**config.mk**
```make
export PLATFORM = sky130hd
export DESIGN_NAME = apb_master_bridge_flat
export DESIGN_NICKNAME = d
export VERILOG_FILES = /design/src/rtl/apb_pkg.sv /design/src/rtl/apb_master_bridge_if.sv /design/src/rtl/apb_addr_decoder.sv /design/src/rtl/apb_master_bridge.sv /design/src/flat_wrapper.sv
export SDC_FILE = /design/constraint.sdc
export NUM_CORES = 1
export LEC_CHECK = 0
export ABC_AREA = 1
export CAP_MARGIN = 15
export CORE_MARGIN = 4
export CORE_UTILIZATION = 30
export CTS_BUF_LIST = sky130_fd_sc_hd__clkbuf_4 sky130_fd_sc_hd__clkbuf_8
export CTS_CLUSTER_SIZE = 24
export DETAILED_ROUTE_END_ITERATION = 10
export DONT_BUFFER_PORTS = 1
export PLACE_DENSITY = 0.54
export SLEW_MARGIN = 0
export SYNTH_ARGS = -nofsm -noshare
export SYNTH_HDL_FRONTEND = slang
export SYNTH_SLANG_ARGS = --single-unit
export TNS_END_PERCENT = 1
```
**constraint.sdc**
```tcl
create_clock -name clk -period 2.13 [get_ports clk]
set_input_delay 0.3195 -clock clk [delete_from_list [all_inputs] [get_ports clk]]
set_output_delay 0.3195 -clock clk [all_outputs]
set_load 0.02 [all_outputs]
```
**src/rtl/apb_pkg.sv**
```systemverilog
// -----------------------------------------------------------------------------
// apb_pkg
// Shared definitions for the APB master bridge slice: bridge state encoding,
// the peripheral region base address, window size and the slot index of each
// peripheral inside the region.
// -----------------------------------------------------------------------------
package apb_pkg;

  typedef enum logic [1:0] {
    IDLE,
    SETUP,
    ACCESS
  } apb_state_e;

  // Peripheral region: one 4 KiB window per slave, laid out back to back.
  localparam logic [31:0] BASE_ADDR    = 32'h1000_0000;
  localparam logic [31:0] WINDOW_SIZE  = 32'h0000_1000;
  localparam int          WINDOW_SHIFT = 12;

  // Slot index of each peripheral (window i starts at BASE_ADDR + i*WINDOW_SIZE).
  localparam int SLV_RAM  = 0;
  localparam int SLV_GPO  = 1;
  localparam int SLV_GPI  = 2;
  localparam int SLV_GPIO = 3;
  localparam int SLV_UART = 4;

endpackage

```
**src/rtl/apb_master_bridge_if.sv**
```systemverilog
// -----------------------------------------------------------------------------
// apb_master_bridge_if
// APB3 bus between the bridge (master modport) and the peripheral slaves
// (slave modport).
//   PADDR/PWDATA/PWRITE : latched transfer address, write data, direction
//   PENABLE             : ACCESS-phase indicator
//   PSEL                : one-hot slave select
//   PRDATA              : slave read data, slave i in bits [32i+31:32i]
//   PREADY              : per-slave ready
// -----------------------------------------------------------------------------
interface apb_master_bridge_if #(
  parameter int NUM_SLAVES = 5
);

  logic [31:0]              PADDR;
  logic [31:0]              PWDATA;
  logic                     PWRITE;
  logic                     PENABLE;
  logic [NUM_SLAVES-1:0]    PSEL;
  logic [NUM_SLAVES*32-1:0] PRDATA;
  logic [NUM_SLAVES-1:0]    PREADY;

  modport master (
    output PADDR, PWDATA, PWRITE, PENABLE, PSEL,
    input  PRDATA, PREADY
  );

  modport slave (
    input  PADDR, PWDATA, PWRITE, PENABLE, PSEL,
    output PRDATA, PREADY
  );

endinterface

```
**src/rtl/apb_addr_decoder.sv**
```systemverilog
// -----------------------------------------------------------------------------
// apb_addr_decoder
// Combinational decode of a byte address into a peripheral slot.
//   paddr : latched APB address
//   sel   : one-hot select, all-zero when the address is unmapped
//   idx   : slot index (meaningful only when valid)
//   valid : address falls inside one of the NUM_SLAVES windows
// -----------------------------------------------------------------------------
module apb_addr_decoder
  import apb_pkg::*;
#(
  parameter int          NUM_SLAVES = 5,
  parameter logic [31:0] BASE       = 32'h1000_0000,
  parameter int          IDX_W      = 3
) (
  input  logic [31:0]           paddr,
  output logic [NUM_SLAVES-1:0] sel,
  output logic [IDX_W-1:0]      idx,
  output logic                  valid
);

  logic [31:0] offset;

  // NOTE: every output of a combinational block gets a default at the top so
  // no path leaves it unassigned, which would otherwise infer a latch.
  always_comb begin
    // Addresses below BASE wrap to a huge offset and so fail the range test.
    offset = paddr - BASE;
    valid  = offset < (32'(NUM_SLAVES) << WINDOW_SHIFT);
    idx    = offset[WINDOW_SHIFT +: IDX_W];
    sel    = '0;
    for (int i = 0; i < NUM_SLAVES; i++) begin
      if (valid && idx == IDX_W'(i)) sel[i] = 1'b1;
    end
  end

endmodule

```
**src/rtl/apb_master_bridge.sv**
```systemverilog
// -----------------------------------------------------------------------------
// apb_master_bridge
// Turns each CPU data-bus load/store into one APB3 transfer (SETUP then
// ACCESS with wait states) and returns a one-cycle completion strobe.
//   clk, rst          : clock, synchronous active-high reset
//   transfer          : request strobe, sampled in IDLE or in a completion cycle
//   write/addr/wdata  : request direction, byte address, store data
//   rdata             : load data, valid while ready is high
//   ready             : one-cycle completion strobe (stalls the core's PC)
//   err               : with ready, access was unmapped or timed out
//   apb               : APB3 master port
// -----------------------------------------------------------------------------
module apb_master_bridge #(
  parameter int          NUM_SLAVES     = 5,
  parameter logic [31:0] BASE_ADDR      = apb_pkg::BASE_ADDR,
  parameter int          TIMEOUT_CYCLES = 255
) (
  input  logic                clk,
  input  logic                rst,
  input  logic                transfer,
  input  logic                write,
  input  logic [31:0]         addr,
  input  logic [31:0]         wdata,
  output logic [31:0]         rdata,
  output logic                ready,
  output logic                err,
  apb_master_bridge_if.master apb
);

  import apb_pkg::*;

  localparam int IDX_W = (NUM_SLAVES > 1) ? $clog2(NUM_SLAVES) : 1;
  localparam int CNT_W = $clog2(TIMEOUT_CYCLES + 1);

  apb_state_e              state;
  logic [CNT_W-1:0]        cnt;
  logic [NUM_SLAVES-1:0]   dec_sel;
  logic [IDX_W-1:0]        dec_idx;
  logic                    dec_valid;
  logic                    slv_ready;
  logic [31:0]             slv_rdata;
  logic                    in_access;
  logic                    timeout_hit;

  // Decode always works on the latched PADDR so the live CPU address may move.
  apb_addr_decoder #(
    .NUM_SLAVES (NUM_SLAVES),
    .BASE       (BASE_ADDR),
    .IDX_W      (IDX_W)
  ) u_dec (
    .paddr (apb.PADDR),
    .sel   (dec_sel),
    .idx   (dec_idx),
    .valid (dec_valid)
  );

  // Read-data and ready mux, steered by the decoded slot index.
  always_comb begin
    slv_ready = 1'b0;
    slv_rdata = '0;
    for (int i = 0; i < NUM_SLAVES; i++) begin
      if (dec_valid && dec_idx == IDX_W'(i)) begin
        slv_ready = apb.PREADY[i];
        slv_rdata = apb.PRDATA[i*32 +: 32];
      end
    end
  end

  assign in_access   = (state == ACCESS);
  assign timeout_hit = dec_valid && !slv_ready && (cnt == CNT_W'(TIMEOUT_CYCLES - 1));

  // Unmapped accesses complete with an error in their first ACCESS cycle.
  assign ready = in_access && (!dec_valid || slv_ready || timeout_hit);
  assign err   = in_access && (!dec_valid || timeout_hit);
  assign rdata = (in_access && slv_ready && !apb.PWRITE) ? slv_rdata : '0;

  // Select stays asserted for the whole SETUP+ACCESS window of a transfer.
  assign apb.PSEL = (state != IDLE) ? dec_sel : '0;

  // NOTE: all state in a clocked block uses non-blocking assignments so every
  // register samples the pre-edge values, independent of statement order.
  always_ff @(posedge clk) begin
    if (rst) begin
      state       <= IDLE;
      cnt         <= '0;
      apb.PADDR   <= '0;
      apb.PWDATA  <= '0;
      apb.PWRITE  <= 1'b0;
      apb.PENABLE <= 1'b0;
    end else begin
      unique case (state)
        IDLE: begin
          if (transfer) begin
            apb.PADDR  <= addr;
            apb.PWDATA <= wdata;
            apb.PWRITE <= write;
            state      <= SETUP;
          end
        end
        SETUP: begin
          apb.PENABLE <= 1'b1;
          cnt         <= '0;
          state       <= ACCESS;
        end
        ACCESS: begin
          if (ready) begin
            apb.PENABLE <= 1'b0;
            // A request presented in the completion cycle chains straight
            // into the next SETUP without an IDLE bubble.
            if (transfer) begin
              apb.PADDR  <= addr;
              apb.PWDATA <= wdata;
              apb.PWRITE <= write;
              state      <= SETUP;
            end else begin
              state <= IDLE;
            end
          end else begin
            cnt <= cnt + CNT_W'(1);
          end
        end
        default: state <= IDLE;
      endcase
    end
  end

endmodule

```
**src/flat_wrapper.sv**
```systemverilog
// flat-port wrapper written by rule: the top's interface ports become plain ports
module apb_master_bridge_flat import apb_pkg::*;
#(
  parameter int          NUM_SLAVES     = 5,
  parameter logic [31:0] BASE_ADDR      = apb_pkg::BASE_ADDR,
  parameter int          TIMEOUT_CYCLES = 255
)
  (clk, rst, transfer, write, addr, wdata, rdata, ready, err, apb_PADDR, apb_PWDATA, apb_PWRITE, apb_PENABLE, apb_PSEL, apb_PRDATA, apb_PREADY);
  apb_master_bridge_if #(.NUM_SLAVES(NUM_SLAVES)) apb_i ();
  input  logic clk;
  input  logic rst;
  input  logic transfer;
  input  logic write;
  input  logic [31:0] addr;
  input  logic [31:0] wdata;
  output logic [31:0] rdata;
  output logic ready;
  output logic err;
  output wire logic [$bits(apb_i.PADDR)-1:0] apb_PADDR;
  output wire logic [$bits(apb_i.PWDATA)-1:0] apb_PWDATA;
  output wire logic [$bits(apb_i.PWRITE)-1:0] apb_PWRITE;
  output wire logic [$bits(apb_i.PENABLE)-1:0] apb_PENABLE;
  output wire logic [$bits(apb_i.PSEL)-1:0] apb_PSEL;
  input wire logic [$bits(apb_i.PRDATA)-1:0] apb_PRDATA;
  input wire logic [$bits(apb_i.PREADY)-1:0] apb_PREADY;
  assign apb_PADDR = apb_i.PADDR;
  assign apb_PWDATA = apb_i.PWDATA;
  assign apb_PWRITE = apb_i.PWRITE;
  assign apb_PENABLE = apb_i.PENABLE;
  assign apb_PSEL = apb_i.PSEL;
  assign apb_i.PRDATA = apb_PRDATA;
  assign apb_i.PREADY = apb_PREADY;
  apb_master_bridge #(.NUM_SLAVES(NUM_SLAVES), .BASE_ADDR(BASE_ADDR), .TIMEOUT_CYCLES(TIMEOUT_CYCLES)) u_core (.clk(clk), .rst(rst), .transfer(transfer), .write(write), .addr(addr), .wdata(wdata), .rdata(rdata), .ready(ready), .err(err), .apb(apb_i));
endmodule
```
==> qor.txt, run 1 <==
Clock buffer depth - 2
Total global routing overflow - 0
Pwr dens - 506 mW/mm^2
Num CTS Buffers - 9
Hold worst-path end - u_core.cnt[3]
Crit path top cell by count - nor2_4
Setup Viol. Count Final - 85
DRT antenna net count - 0
Mapped Nets - 1004
Worst setup SP type - register
Chip Height - 135 um
Max Cap Viol - 0
First-pass DRT Iterations - 5
Final Util - 0.405
R2R Setup Slk - -40 ps
Worst Path Required - 1810 ps
Die width - 135 um
Post-route DRC - 0
Layout Nets - 1051
RSZ-0062 raised after global routing - true
Core box area - 0.0159 mm^2
Top_reg_cell synth - dfxtp_1
Area share of the largest cell type after synthesis - 0.312
Critical path's largest stage delay - 320 ps
Hold wc startpoint - rst
Vias in the first global route - 5001
EDFF count, synth - 0
Seq/Total Area, Yosys - 0.312
Hold path depth - 1
Core Rows - 46
Total Power - 3.26 mW
Placed inst area - 0.00590 mm^2
Design Area, Final - 0.00644 mm^2
Area growth from synthesis to layout - 32.2%
Lkg Pwr - 2.59 nW
Clk root buf - clkbuf_8
Sink Count - 76
Number of I/O port buffers - 0
Clk Latency, worst-skew pair - 360 ps
Drt wl/cell - 19.3 um
Fill count - 1734
Hold WC Path Type - in -> reg
TritonCTS clock tree - yes
Skew final - 21.6 ps
Rel. slew slack - 0.571
CP Capture Type - primary output
Actual slew at the worst max-slew pin - 641 ps
RR Endpoint - u_core.apb.PADDR[26]
Initial Utilization - 0.307
First-pass GRT wire length - 28200 um
Layout cells sized above 1 - 0.239
CP max-delay cell - dfxtp_2
CP cell instances - or2_4, nor2_4, inv_2, nor2_4, nand2_4, nor2_2, nor2_1, nand2_1, nand2_2, nand2_4, nand2_8, buf_12, nor2_4
Fin Hold WS - 28.3 ps
Post-route minimum period - 2590 ps
Kind of critical path - reg -> out
Post-synth top area cell - dfxtp_1
Critical Path AT - 2270 ps
Mapped Cells - 769
Fin crit share - 1.22
Setup TNS - -15870 ps
# IOs - 338
Largest net degree at the start of global routing - 59
DP Wirelength - 15600 um
RR Startpoint - u_core.apb.PADDR[17]
DR vias - 5258
Crit path buffers/inverters - 2
Syn avg cell area - 6.33 um^2
Initial antenna violation count - 5
CTS H-tree depth - 3
Endpoints failing hold - 0
Worst VDD drop - 509 uV
Maximum fanout along the worst path - 8
Post-synthesis cell type count - 26
Violated checks - negative setup slack
Reg2reg path depth - 15
Fmax - 0.386 GHz
Synthesized area - 0.00487 mm^2
Kind of cell adding the most delay to the critical path - simple AND/OR/NAND/NOR gates
Routability cong. - 0.795
Final WL - 20100 um
Synth warnings - 0
Status - finished with violations
Post-layout worst setup margin - -461 ps
Die footprint - 0.0183 mm^2
Slew Viols, Final - 0
DR vias/cell - 5.05
#FFs+latches synth - 76
Async S/R FF share, synth - 0
GRT Overall Usage - 0.199
Initial DRC count - 242
Reg clk slew, reported paths - 80 ps
Top cells by area, synth - dfxtp_1 (31%), nor2_1 (16%), nand2_1 (11%), nand3b_1 (10%), o2111ai_1 (5.8%)
## power breakdown
part | internal [mW] | total (mW) | switching [mW]
clock network | 0.444 | 1.02 | 0.572
logic | 0.232 | 0.561 | 0.330
registers | 1.52 | 1.68 | 0.159
## worst reg2reg max path, cell delays in order (launching register included)
cell,delay (ps)
dfxtp_2,320
or2_4,250
nor2_4,150
inv_2,60
nor2_4,170
nand2_4,90
nor2_2,100
nor2_1,50
nand2_1,70
nand2_2,80
buf_4,150
nand4_4,110
buf_12,240
nand3b_1,140
nand2_1,80
nor2_1,40
## cell families (layout without fill, tap and decap cells)
kind of cell,after synthesis,in the layout,share of synthesized area
AO/OA/AOI/OAI,107,107,0.135
flip-flops,76,76,0.312
adder cells (fa/ha/maj),2,2,0.00514
AND/OR/NAND/NOR,463,463,0.428
other,0,4,0
buffers and inverters,115,167,0.109
XOR/XNOR,6,6,0.0108
## worst max path at each step
stage,from,endpoint,depth (start not counted)
after floorplan,u_core.apb.PADDR[13],err,13
after global placement,u_core.apb.PADDR[23],rdata[20],14
after detailed placement,u_core.apb.PADDR[23],rdata[20],14
after CTS,u_core.apb.PADDR[25],rdata[30],14
after global routing,u_core.apb.PADDR[23],rdata[30],14
final,u_core.apb.PADDR[17],rdata[30],13
## cell usage after synthesis, types with 6 or more instances
cell type / instances
a21oi_1: 40
inv_1: 57
buf_6: 12
buf_2: 6
nand3_1: 43
nand3b_1: 65
clkbuf_1: 36
nor2_1: 204
nand2_1: 138
o21ai_0: 34
dfxtp_1: 76
o2111ai_1: 32
## flip-flops by register name, indices dropped and copies added (netlist names)
| register | cells |
|---|---|
| u_core.apb.PWDATA | 32 |
| u_core.apb.PWRITE | 1 |
| u_core.cnt | 8 |
| u_core.apb.PADDR | 32 |
| u_core.state | 2 |
| u_core.apb.PENABLE | 1 |
## placed cells by master (no fill, tap or decap), types with 3 or more instances in the layout
master / n
nor2_1: 166
nand2_1: 130
dfxtp_1: 70
nand3b_1: 65
buf_4: 61
inv_1: 47
nand3_1: 41
a21oi_1: 38
nor2_4: 36
o2111ai_1: 28
o21ai_1: 17
buf_12: 16
inv_2: 12
o21ai_0: 9
clkbuf_8: 9
buf_6: 9
o21ai_2: 8
dfxtp_2: 6
diode_2: 4
nor2_2: 4
nand2_2: 4
o2111ai_2: 4
nand2_4: 3
xor2_1: 3
xnor2_1: 3
clkinvlp_4: 3
## per-layer routing
metal,vias up,global-route usage,part of all wire
met5,-,0,0.0013
met4,4,0.0705,0.025
met3,38,0.0717,0.097
met2,245,0.353,0.52
met1,2365,0.218,0.36
li1,2606,-,-
## area by class of cell
type                            instances  area, um^2  share of cell area
Clock inverter                          6        48.8             0.00758
Sequential cell                        76        1530               0.237
Timing Repair Buffer                   90         967               0.150
Multi-Input combinational cell        578        3250               0.504
Tap cell                              216         270              0.0420
Antenna cell                            4        10.0             0.00155
Clock buffer                           10         131              0.0204
Inverter                               61         236              0.0367
## repair_timing
item	CTS	global route
cloned	1	2
pin swaps	62	38
hold endpoints to repair	0	4
setup endpoints to repair	112	114
setup buffers	3	2
resized for setup	63	31
hold buffers	0	1
## stage by stage
step	instances	setup WS (ps)
floorplan	769	-80.7
global placement	1012	-285
detailed placement	1012	-276
CTS	1032	-509
global route	1038	-625
finish	1041	-461
Note: power is estimated with default switching activity, not from simulation.
==> run 2, diff against run 1 <==
Settings changed: PLACE_DENSITY 0.54 to 0.4.
==> qor.txt, run 2 (synthesized netlist as in run 1, its figures left out) <==
Clk Latency, worst-skew pair - 350 ps (about the same)
Placed inst area - 0.00596 mm^2 (+0.98%)
Fmax - 0.386 GHz (about the same)
Internal - 2.29 mW (+4.4%)
Sw power - 1.06 mW (+0.37%)
CP max-delay cell - dfxtp_2
Final Util - 0.419 (+0.0141)
TritonCTS clock tree - yes
Rel. slew slack - 0.481 (-0.0900)
Sink Count - 76 (unchanged)
Number of I/O port buffers - 0 (unchanged)
First-pass DRT Iterations - 5 (unchanged)
DP Wirelength - 14800 um (-5.2%)
Layout Nets - 1065 (+1.3%)
Chip Height - 135 um (unchanged)
Sequential Power Share - 0.501 (-0.015)
Placed Cells - 1023 (+1.1%)
Post-layout worst setup margin - -461 ps (-0.646 ps)
Setup TNS - -15350 ps (+514 ps)
Kind of critical path - reg -> out
Violated checks - negative setup slack
Fin crit share - 1.22 (about the same)
Status - finished with violations
Initial Utilization - 0.307 (unchanged)
Worst Path Required - 1810 ps (about the same)
Worst VDD drop - 384 uV (-25%)
Initial antenna violation count - 1 (-4)
Maximum fanout along the worst path - 6 (-2)
Setup Viol. Count Final - 87 (+2.4%)
Post-route minimum period - 2590 ps (+0.646 ps)
Area growth from synthesis to layout - 36.8%
Fill count - 1711 (-1.3%)
Commonest non-fill, non-tap cell in the layout - nor2_1
Fin Hold WS - 30.1 ps (+1.82 ps)
Final WL - 18900 um (-5.8%)
First-pass GRT wire length - 27300 um (-3.3%)
Worst setup SP type - register
Critical Path AT - 2270 ps (about the same)
Clk root buf - clkbuf_8
Lkg Pwr - 2.70 nW (+4.0%)
Registers with the most flip-flops - u_core.apb.PADDR (32), u_core.apb.PWDATA (32), u_core.cnt (8)
Core box area - 0.0159 mm^2 (unchanged)
DRT antenna net count - 0 (unchanged)
CTS H-tree depth - 3 (unchanged)
Non-filler instance count after layout - 1051 (+0.96%)
Num CTS Buffers - 9 (unchanged)
Design Area, Final - 0.00666 mm^2 (+3.5%)
DR vias - 5298 (+0.76%)
GRT Overall Usage - 0.188 (-0.0112)
Kind of cell adding the most delay to the critical path - simple AND/OR/NAND/NOR gates
Max Cap Viol - 0 (unchanged)
RSZ-0062 raised after global routing - true
Drt wl/cell - 18.0 um (-6.7%)
CP cell instances - or2_4, nor2_4, inv_2, nor2_4, nand2_4, nor2_2, nor2_1, nand2_1, nand2_2, nand2_4, nand2_8, buf_12, nor2_4, buf_6
Crit path top cell by count - nor2_4
Die width - 135 um (unchanged)
Core Rows - 46 (unchanged)
Combinational power share - 0.170 (-0.002)
Post-route DRC - 0 (unchanged)
Pwr dens - 504 mW/mm^2 (-0.38%)
Power share of the clock group - 0.329 (+0.017)
Switching share of power - 0.317 (-0.00855)
Commonest cells after routing, fill and taps aside - nor2_1 (162), nand2_1 (127), buf_4 (71)
Layout cells sized above 1 - 0.269 (+0.0299)
Vias in the first global route - 5147 (+2.9%)
Critical path's largest stage delay - 320 ps (about the same)
Slew Viols, Final - 0 (unchanged)
Reg clk slew, reported paths - 80 ps (about the same)
CP Capture Type - primary output
Largest net degree at the start of global routing - 42 (-29%)
Actual slew at the worst max-slew pin - 775 ps (+134 ps)
Initial DRC count - 167 (-31%)
Skew final - 11.8 ps (-9.79 ps)
Die footprint - 0.0183 mm^2 (unchanged)
Hold WC Path Type - in -> reg
Clock buffer depth - 2 (unchanged)
# IOs - 338 (unchanged)
Crit path buffers/inverters - 3 (+1)
DR vias/cell - 5.04 (-0.20%)
Endpoints failing hold - 0 (unchanged)
Routability cong. - 0.790 (-0.60%)
Total global routing overflow - 0 (unchanged)
## run 2: cell count changes in the layout (fill, tap and decap cells not counted), moves of 4 or more
cell     before  now
nor2_1      166  162
o21ai_2       8   18
buf_4        61   71
o21ai_0       9    4
o21ai_1      17   10
inv_2        12    8
## run 2: power by group through the flow
| stage | logic, mW | clock network [mW] | registers (mW) |
|---|---|---|---|
| 6_report | 0.569 | 1.11 | 1.68 |
| 5_1_grt | 0.638 | 1.21 | 1.70 |
| 4_1_cts | 0.559 | 1.15 | 1.69 |
| 3_5_place_dp | 0.538 | 0 | 1.72 |
| 3_3_place_gp | 0.530 | 0 | 1.71 |
| 2_1_floorplan | 0.332 | 0 | 1.73 |
## run 2: final timing paths
check	startpoint	to	slack [ps]	depth (start not counted)
min	rst	u_core.state[0]	30	1
max	u_core.apb.PADDR[17]	rdata[0]	-460	14
min reg2reg	u_core.cnt[0]	u_core.cnt[0]	490	1
max reg2reg	u_core.apb.PADDR[17]	u_core.cnt[0]	-60	15
## run 2: repair_timing
item / in CTS / in global routing
cloned: 3 / 1
pin swaps: 51 / 19
hold buffers: 1 / 2
hold endpoints to repair: 1 / 2
buffers inserted: 2 / 3
setup endpoints to repair: 110 / 113
resized for setup: 73 / 55
## run 2: layout make-up
type / instances / area [um^2] / share of cell area
Tap cell: 216 / 270 / 0.0406
Multi-Input combinational cell: 578 / 3330 / 0.499
Inverter: 61 / 240 / 0.0361
Clock buffer: 9 / 124 / 0.0186
Antenna cell: 1 / 2.50 / 0.000376
Clock inverter: 6 / 65.1 / 0.00977
Timing Repair Buffer: 104 / 1100 / 0.165
Sequential cell: 76 / 1530 / 0.230
## run 2: per-layer routing
| layer | vias to the layer above | wire, um | global-route usage | part of all wire |
|---|---|---|---|---|
| li1 | 2627 | - | - | - |
| met1 | 2429 | 7040 | 0.201 | 0.37 |
| met2 | 217 | 9950 | 0.349 | 0.53 |
| met3 | 25 | 1550 | 0.0539 | 0.082 |
| met4 | 0 | 411 | 0.0655 | 0.022 |
| met5 | - | 0 | 0 | 0 |
## run 2: metrics by stage
stage / worst slack (ps) / total power, mW
after floorplan: -80.7 / 2.06
after global placement: -176 / 2.24
after detailed placement: -237 / 2.25
after CTS: -454 / 3.39
after global routing: -661 / 3.54
final: -461 / 3.36
